===== config.mk =====
export PLATFORM = sky130hd
export DESIGN_NAME = vga_sync_gen
export DESIGN_NICKNAME = d
export VERILOG_FILES = /design/src/rtl/vga_sync_gen.sv
export SDC_FILE = /design/constraint.sdc
export NUM_CORES = 1
export LEC_CHECK = 0
export CORE_MARGIN = 2
export CORE_UTILIZATION = 56
export DETAILED_ROUTE_END_ITERATION = 6
export PLACE_DENSITY = 0.84
export SETUP_SLACK_MARGIN = 0.3
export SLEW_MARGIN = 40
export SYNTH_ARGS = -nofsm -noshare
export SYNTH_HDL_FRONTEND = slang
export SYNTH_SLANG_ARGS = --single-unit

===== constraint.sdc =====
create_clock -name clk -period 6.6 [get_ports clk]
set_input_delay 1.98 -clock clk [delete_from_list [all_inputs] [get_ports clk]]
set_output_delay 1.98 -clock clk [all_outputs]
set_load 0.02 [all_outputs]

===== src/rtl/vga_sync_gen.sv =====
// VGA timing generator: pixel-rate clock enable, x/y raster counters and
// registered sync/blank decode. Defaults give 640x480@60 Hz from a 100 MHz clock.
module vga_sync_gen #(
    parameter int CLK_DIV = 4,
    parameter int H_VIS   = 640,
    parameter int H_FP    = 16,
    parameter int H_SYNC  = 96,
    parameter int H_BP    = 48,
    parameter int V_VIS   = 480,
    parameter int V_FP    = 10,
    parameter int V_SYNC  = 2,
    parameter int V_BP    = 33
) (
    input  logic       clk,
    input  logic       reset,
    output logic       p_tick,
    output logic [9:0] x,
    output logic [9:0] y,
    output logic       video_on,
    output logic       hsync,
    output logic       vsync,
    output logic       frame_start
);

    localparam int H_TOTAL = H_VIS + H_FP + H_SYNC + H_BP;
    localparam int V_TOTAL = V_VIS + V_FP + V_SYNC + V_BP;

    localparam logic [3:0] DIV_MAX  = 4'(CLK_DIV - 1);
    localparam logic [9:0] X_MAX    = 10'(H_TOTAL - 1);
    localparam logic [9:0] Y_MAX    = 10'(V_TOTAL - 1);
    localparam logic [9:0] X_VIS    = 10'(H_VIS);
    localparam logic [9:0] Y_VIS    = 10'(V_VIS);
    localparam logic [9:0] HS_START = 10'(H_VIS + H_FP);
    localparam logic [9:0] HS_END   = 10'(H_VIS + H_FP + H_SYNC - 1);
    localparam logic [9:0] VS_START = 10'(V_VIS + V_FP);
    localparam logic [9:0] VS_END   = 10'(V_VIS + V_FP + V_SYNC - 1);

    logic [3:0] div_r;
    logic       p_tick_r;
    logic [9:0] x_r;
    logic [9:0] y_r;
    logic       video_on_r;
    logic       hsync_r;
    logic       vsync_r;
    logic       frame_start_r;

    logic       tick_s;
    logic [3:0] div_nxt_s;
    logic [9:0] x_nxt_s;
    logic [9:0] y_nxt_s;
    logic       frame_wrap_s;

    // Next-state counters; decode below uses these so outputs carry no skew vs x/y.
    always_comb begin
        tick_s       = (div_r == DIV_MAX);
        div_nxt_s    = div_r + 4'd1;
        x_nxt_s      = x_r;
        y_nxt_s      = y_r;
        frame_wrap_s = 1'b0;
        if (tick_s) begin
            div_nxt_s = 4'd0;
            if (x_r == X_MAX) begin
                x_nxt_s = 10'd0;
                if (y_r == Y_MAX) begin
                    y_nxt_s      = 10'd0;
                    frame_wrap_s = 1'b1;
                end else begin
                    y_nxt_s = y_r + 10'd1;
                end
            end else begin
                x_nxt_s = x_r + 10'd1;
            end
        end else begin
            div_nxt_s = div_r + 4'd1;
        end
    end

    // State and registered output decode; reset state equals decode of (0,0).
    always_ff @(posedge clk) begin
        if (reset) begin
            div_r         <= 4'd0;
            p_tick_r      <= 1'b0;
            x_r           <= 10'd0;
            y_r           <= 10'd0;
            video_on_r    <= 1'b1;
            hsync_r       <= 1'b1;
            vsync_r       <= 1'b1;
            frame_start_r <= 1'b0;
        end else begin
            div_r         <= div_nxt_s;
            p_tick_r      <= tick_s;
            x_r           <= x_nxt_s;
            y_r           <= y_nxt_s;
            video_on_r    <= (x_nxt_s < X_VIS) && (y_nxt_s < Y_VIS);
            hsync_r       <= !((x_nxt_s >= HS_START) && (x_nxt_s <= HS_END));
            vsync_r       <= !((y_nxt_s >= VS_START) && (y_nxt_s <= VS_END));
            frame_start_r <= frame_wrap_s;
        end
    end

    assign p_tick      = p_tick_r;
    assign x           = x_r;
    assign y           = y_r;
    assign video_on    = video_on_r;
    assign hsync       = hsync_r;
    assign vsync       = vsync_r;
    assign frame_start = frame_start_r;

endmodule


==> key figures, run 1 <==
Status
  • Status: complete, no violations

Clock tree
  • Clock Sinks: 29
  • CTS tree: yes
  • # H-tree levels: 2
  • CTS resizes: 0
  • Worst-path clk slew: 0.09 ns
  • Worst skew pair latency: 0.34 ns
  • Post-CTS Setup Bufs: 0
  • Inserted Clock Buffers: 5
  • Clock root cell: clkbuf_4
  • Cts hold-fix bufs: 0
  • Max clock buf depth: 2

Pwr
  • Switch Pwr: 0.0000772 W
  • Static Leak: 0.654 nW
  • Switch share: 22.0%
  • Clk network pwr share: 45.0%
  • P_int: 0.000273 W
  • Sequential Power Share: 51.2%
  • PwrDens: 184 nW/um^2
  • Gate power share: 3.8%
  • Maximum vdd drop: 0.173 mV

Synthesis
  • Mapped Area: 1540 um^2
  • Ys async rst share: 0%
  • Main synth FF type: dfxtp_1
  • Top post-synthesis cells by area: dfxtp_1 38%, nor2_1 6.1%, nand2_1 3.9%
  • Avg Inst Size Synth: 8.27 um^2
  • Post-Synth Adder-Cell Area: 3.25%
  • Syn. warnings: 0
  • Synth Register Bits: 29
  • Area share of the largest cell type after synthesis: 37.8%
  • Most instantiated cells after synthesis: 29 x dfxtp_1, 25 x nor2_1, 16 x nand2_1, 9 x a21oi_1
  • Synth Area in XOR/XNOR: 5.70%
  • Largest area contributor in the synthesized netlist: dfxtp_1
  • Complex-gate fraction of the synthesized area: 15.1%
  • Sequential-to-total area share from yosys stat: 37.8%
  • Post-Syn Nets: 192
  • Post-synth EDFFs: 0
  • Post-synth cell types: 48
  • Simple-gate share of the synthesized area: 33.0%
  • Cells after Synth: 186
  • Multiplexer share of the synthesized area: 1.71%
  • Largest family of logic cells by synthesized area: simple AND/OR/NAND/NOR gates
  • Count leader, synth: dfxtp_1

Routing
  • Drc violations: 0
  • Post-DRT Antenna Nets: 0
  • Wirelength per Cell: 16.3 um
  • Initial DRC count: 66
  • Pre-antenna DRT Iters: 4
  • Vias/cell: 6.25
  • Routed Wire Length: 3980 um
  • Vias: 1,525

Place
  • HPWL Detailed: 2820 um
  • IO buf count: 26
  • Pre-CTS setup slack: 2.64 ns
  • RePlAce Congestion: 0.914

STA
  • Slew headroom: 47.9%
  • Final Hold Fails: 0
  • Slew Limit Fails: 0
  • Max Freq: 273 MHz
  • Worst slew pin tran: 0.779 ns
  • Worst Skew: 0.0115 ns
  • Fin crit share: 55.4%
  • Post-route setup slack: 2.94 ns
  • RSZ-0062 raised after global routing: no
  • Sum Neg Setup Slack: 0 ns
  • Final setup vio count: 0
  • Final Critical Period: 3.66 ns

Worst hold path
  • Hold Path End: div_r[0]$_SDFF_PP0_
  • HP Class: reg -> reg
  • Hold Startpoint: div_r[0]$_SDFF_PP0_
  • Cells on Worst Hold Path: 1

Setup path
  • CP max-delay cell: clkdlybuf4s50_1
  • R2r endpoint: hsync$_SDFF_PP1_
  • Critical path class: in -> reg
  • Reg2Reg Setup Slack: 3.81 ns
  • Cell Chain, Critical Path: clkdlybuf4s50_1, nand2b_1, or4_1
  • Crit-path max cell delay: 0.81 ns
  • CP Capture Type: register
  • Data arrival, critical path: 3.87 ns
  • Worst R2R Path Depth: 6
  • Startpoint types: primary input
  • Crit path max fanout: 22
  • Critical Path RT: 6.81 ns
  • Worst reg2reg startpoint: div_r[0]$_SDFF_PP0_

Global routing
  • Total grt overflow: 0
  • Met1 Use GR: 32.5%
  • First-pass GRT wire length: 6610 um
  • Global Route Usage Sum: 26.8%
  • GRT met2 Usage: 44.4%
  • Vias in the first global route: 1,424
  • Initial antenna violation count: 0
  • GR Layer Usage met3: 6.91%
  • Top Usage Layer GRT: met2
  • Largest net degree at the start of global routing: 23

Finish
  • Nets: 218
  • P&R area growth vs syn: 23.9%
  • Layout cell share with drive strength beyond 1: 8.92%
  • N_diodes: 0
  • Finished Core Util: 70.9%
  • Filler cells: 222

Die
  • Core area: 2690 um^2
  • Initial cell density of the core: 57.2%
  • Die Wd: 56.4 um
  • I/O Pins: 27
  • Die ar.: 3180 um^2
  • Die height: 56.4 um
  • Row count: 19

Run
  • Max-Cap Viols: 0
==> layout make-up <==
type	instances	area, um^2	area share, %
timing repair buffer	29	283	14.8
clock buffer	7	55.1	2.89
sequential	29	581	30.5
tap	31	38.8	2.04
multi-input combinational	144	907	47.6
clock inverter	1	30.0	1.58
inverter	3	11.3	0.591
==> state kept, by name, indices dropped and copies added (netlist names) <==
register	flops
div_r	4
frame_start	1
hsync	1
p_tick	1
video_on	1
vsync	1
x	10
y	10
==> power by group through the flow <==
stage          Clock [W]  Combinational (W)  Sequential (W)
2_1_floorplan          0         0.00000803        0.000184
3_3_place_gp           0          0.0000123        0.000183
3_5_place_dp           0          0.0000130        0.000183
4_1_cts         0.000158          0.0000133        0.000179
5_1_grt         0.000165          0.0000152        0.000180
6_report        0.000158          0.0000135        0.000179
==> kinds of logic after synthesis <==
kind of cell | Yosys count
multiplexers | 2
AND/OR/NAND/NOR | 94
AO/OA/AOI/OAI | 34
flip-flops | 29
XOR/XNOR | 10
buffers and inverters | 13
adder cells (fa/ha/maj) | 4
==> how the worst max path moves through the flow <==
stage	startpoint	to	slack, ns	depth (start not counted)
3_5_place_dp	reset	hsync$_SDFF_PP1_	2.64	3
5_1_grt	reset	hsync$_SDFF_PP1_	2.85	3
6_report	reset	hsync$_SDFF_PP1_	2.94	3
4_1_cts	reset	hsync$_SDFF_PP1_	2.97	3
3_3_place_gp	reset	hsync$_SDFF_PP1_	2.72	3
2_1_floorplan	reset	hsync$_SDFF_PP1_	3.71	3
==> metrics by stage <==
| stage | hold WS (ns) | cells | cell area, um^2 | total power (W) |
|---|---|---|---|---|
| after floorplan | 0.433 | 186 | 1540 | 0.000192 |
| after global placement | 0.443 | 236 | 1820 | 0.000195 |
| after detailed placement | 0.469 | 236 | 1820 | 0.000196 |
| after CTS | 0.487 | 244 | 1900 | 0.000350 |
| after global routing | 0.510 | 244 | 1910 | 0.000360 |
| final | 0.488 | 244 | 1910 | 0.000350 |
==> cells in the final DEF (no fill, tap or decap), types with 4 or more instances in the layout <==
master and instances:
xor2_1 6, clkbuf_4 5, and2_1 4, xnor2_1 4, nand3_1 5, nor2_1 25, nor3_1 7, nand4_1 5
a21oi_1 9, nor4_1 7, o21ai_0 6, nand2_1 16, dfxtp_1 29, ha_1 4, clkdlybuf4s50_1 26
==> worst max-delay path: cells and delay by family <==
family | cells | cell delay (ns)
AND/OR/NAND/NOR | 2 | 1.07
buffers and inverters | 1 | 0.81
==> layer usage <==
metal  vias up  routed length [um]
met5         -                   0
met4         0                  86
met3         9                 252
met2        72                1980
met1       719                1670
li1        725                   -
Note: power is estimated with default switching activity, not from simulation.
==> inputs of run 2 (changes only) <==
--- a/config.mk
+++ b/config.mk
@@ -6,9 +6,9 @@
 export NUM_CORES = 1
 export LEC_CHECK = 0
 export CORE_MARGIN = 2
-export CORE_UTILIZATION = 56
+export CORE_UTILIZATION = 47
 export DETAILED_ROUTE_END_ITERATION = 6
-export PLACE_DENSITY = 0.84
+export PLACE_DENSITY = 0.75
 export SETUP_SLACK_MARGIN = 0.3
 export SLEW_MARGIN = 40
 export SYNTH_ARGS = -nofsm -noshare
==> constraint.sdc (replaced) <==
create_clock -name clk -period 3.1 [get_ports clk]
set_input_delay 0.93 -clock clk [delete_from_list [all_inputs] [get_ports clk]]
set_output_delay 0.93 -clock clk [all_outputs]
set_load 0.02 [all_outputs]
==> key figures, run 2 (synthesis gave the netlist of run 1 again) <==
Status
  • Status: complete, no violations

Routing
  • Vias/cell: 5.75
  • Wirelength per Cell: 14.1 um
  • Drc violations: 0
  • Post-DRT Antenna Nets: 0
  • DRT met1 WL: 1560 um
  • WL met3: 211 um
  • Initial DRC count: 70
  • Routed Wire Length: 3650 um
  • Met2 WL: 1790 um
  • Vias: 1,488
  • Pre-antenna DRT Iters: 4
  • Top layer in use: met4

Global routing
  • First-pass GRT wire length: 6150 um
  • Global Route Usage Sum: 22.3%
  • Total grt overflow: 0
  • Vias in the first global route: 1,378
  • Initial antenna violation count: 0
  • Largest net degree at the start of global routing: 22

Setup path
  • Crit path max fanout: 6
  • Worst R2R Path Depth: 6
  • Critical Path RT: 3.30 ns
  • Crit-path max cell delay: 0.46 ns
  • Data arrival, critical path: 2.80 ns
  • R2r endpoint: hsync$_SDFF_PP1_
  • Critical path class: reg -> reg
  • Startpoint types: register
  • CP Capture Type: register
  • CP max-delay cell: or4_1
  • Cell Chain, Critical Path: ha_1, or3b_1, or3_4, a21oi_1, mux2_4, or4_1
  • Worst reg2reg startpoint: div_r[0]$_SDFF_PP0_
  • Reg2Reg Setup Slack: 0.51 ns

STA
  • Worst slew pin tran: 0.426 ns
  • Slew Limit Fails: 0
  • Final Critical Period: 2.59 ns
  • Final setup vio count: 0
  • Sum Neg Setup Slack: 0 ns
  • Final Hold Fails: 0
  • RSZ-0062 raised after global routing: no
  • Slew headroom: 71.5%
  • Worst Skew: 0.0133 ns
  • Max Freq: 386 MHz
  • Fin crit share: 83.7%

Pwr
  • Maximum vdd drop: 0.320 mV
  • PwrDens: 334 nW/um^2
  • Pwr Total: 0.000634 W
  • Static Leak: 0.645 nW

Clock tree
  • # H-tree levels: 2
  • CTS resizes: 0
  • Worst-path clk slew: 0.10 ns
  • CTS tree: yes
  • Cts hold-fix bufs: 0
  • Worst skew pair latency: 0.33 ns
  • Post-CTS Setup Bufs: 0
  • Clock Sinks: 29
  • Inserted Clock Buffers: 5
  • Max clock buf depth: 2
  • Clock root cell: clkbuf_4

Die
  • Die ar.: 3750 um^2
  • Core area: 3080 um^2
  • Initial cell density of the core: 50.0%
  • Die Wd: 61.2 um
  • I/O Pins: 27
  • Row count: 20
  • Die height: 61.2 um

Worst hold path
  • Cells on Worst Hold Path: 1
  • Hold Path End: div_r[0]$_SDFF_PP0_
  • Hold Startpoint: div_r[0]$_SDFF_PP0_
  • HP Class: reg -> reg

Run
  • Max-Cap Viols: 0

Finish
  • N_diodes: 0
  • P&R area growth vs syn: 23.7%
  • Filler cells: 285
  • Nets: 220
  • Commonest non-fill, non-tap cell in the layout: dfxtp_1
  • Commonest non-fill, non-tap cells in the layout: 29 x dfxtp_1, 26 x clkdlybuf4s50_1, 25 x nor2_1, 16 x nand2_1, 9 x a21oi_1
  • Layout cell share with drive strength beyond 1: 9.77%

Place
  • RePlAce Congestion: 0.908
  • IO buf count: 26
  • HPWL Detailed: 2620 um
-- run 2: cell count changes in the layout (fill, tap and decap cells not counted), sizes merged --
cell / previous run / this run
buf: 3 / 5
clkinv: 0 / 2
clkinvlp: 0 / 1
clkbuf: 7 / 5
bufinv: 1 / 0
-- run 2: worst max path at each step --
| stage | start | to | slack (ns) | cells past startpoint |
|---|---|---|---|---|
| after floorplan | div_r[0]$_SDFF_PP0_ | hsync$_SDFF_PP1_ | 0.62 | 8 |
| after global placement | div_r[0]$_SDFF_PP0_ | hsync$_SDFF_PP1_ | 0.58 | 6 |
| after detailed placement | div_r[0]$_SDFF_PP0_ | hsync$_SDFF_PP1_ | 0.54 | 6 |
| after CTS | div_r[0]$_SDFF_PP0_ | hsync$_SDFF_PP1_ | 0.50 | 6 |
| after global routing | div_r[0]$_SDFF_PP0_ | hsync$_SDFF_PP1_ | 0.33 | 6 |
| final | div_r[0]$_SDFF_PP0_ | hsync$_SDFF_PP1_ | 0.51 | 6 |
-- run 2: layer usage --
layer,global-route usage (%),vias up
li1,-,730
met1,25.5,693
met2,38.1,55
met3,6.09,10
met4,11.2,0
met5,0,-
-- run 2: power breakdown --
part | internal [W] | switching (W) | leakage, nW
logic | 0.0000123 | 0.0000157 | 0.379
clock network | 0.0000854 | 0.000140 | 0.0310
registers | 0.000377 | 0.00000381 | 0.234
total | 0.000475 | 0.000159 | 0.645
-- run 2: layout make-up --
class | count | area, um^2 | area share (%)
clock buffers | 5 | 37.5 | 1.97
flip-flops and latches | 29 | 581 | 30.5
inverters | 3 | 11.3 | 0.592
multi-input cells | 144 | 902 | 47.4
repair buffers | 31 | 298 | 15.7
well taps | 44 | 55.1 | 2.89
clock inverters | 3 | 17.5 | 0.921
-- run 2: metrics by stage --
stage | hold slack, ns | cell area (um^2) | std cells | setup WS, ns | utilization, %
final | 0.472 | 1900 | 259 | 0.506 | 61.8
after global routing | 0.501 | 1900 | 259 | 0.334 | 61.8
after CTS | 0.474 | 1900 | 259 | 0.500 | 61.8
after detailed placement | 0.459 | 1850 | 251 | 0.538 | 60.0
after global placement | 0.438 | 1850 | 251 | 0.584 | 60.0
after floorplan | 0.433 | 1540 | 186 | 0.620 | -
-- run 2: critical path, delay by kind of cell (launching register included) --
kind                       cells  cell delay [ns]
and+or+nand+nor                3             1.34
DFF                            1             0.37
muxes                          1             0.32
AOI/OAI and AO/OA              1             0.23
adders and majority gates      1             0.20
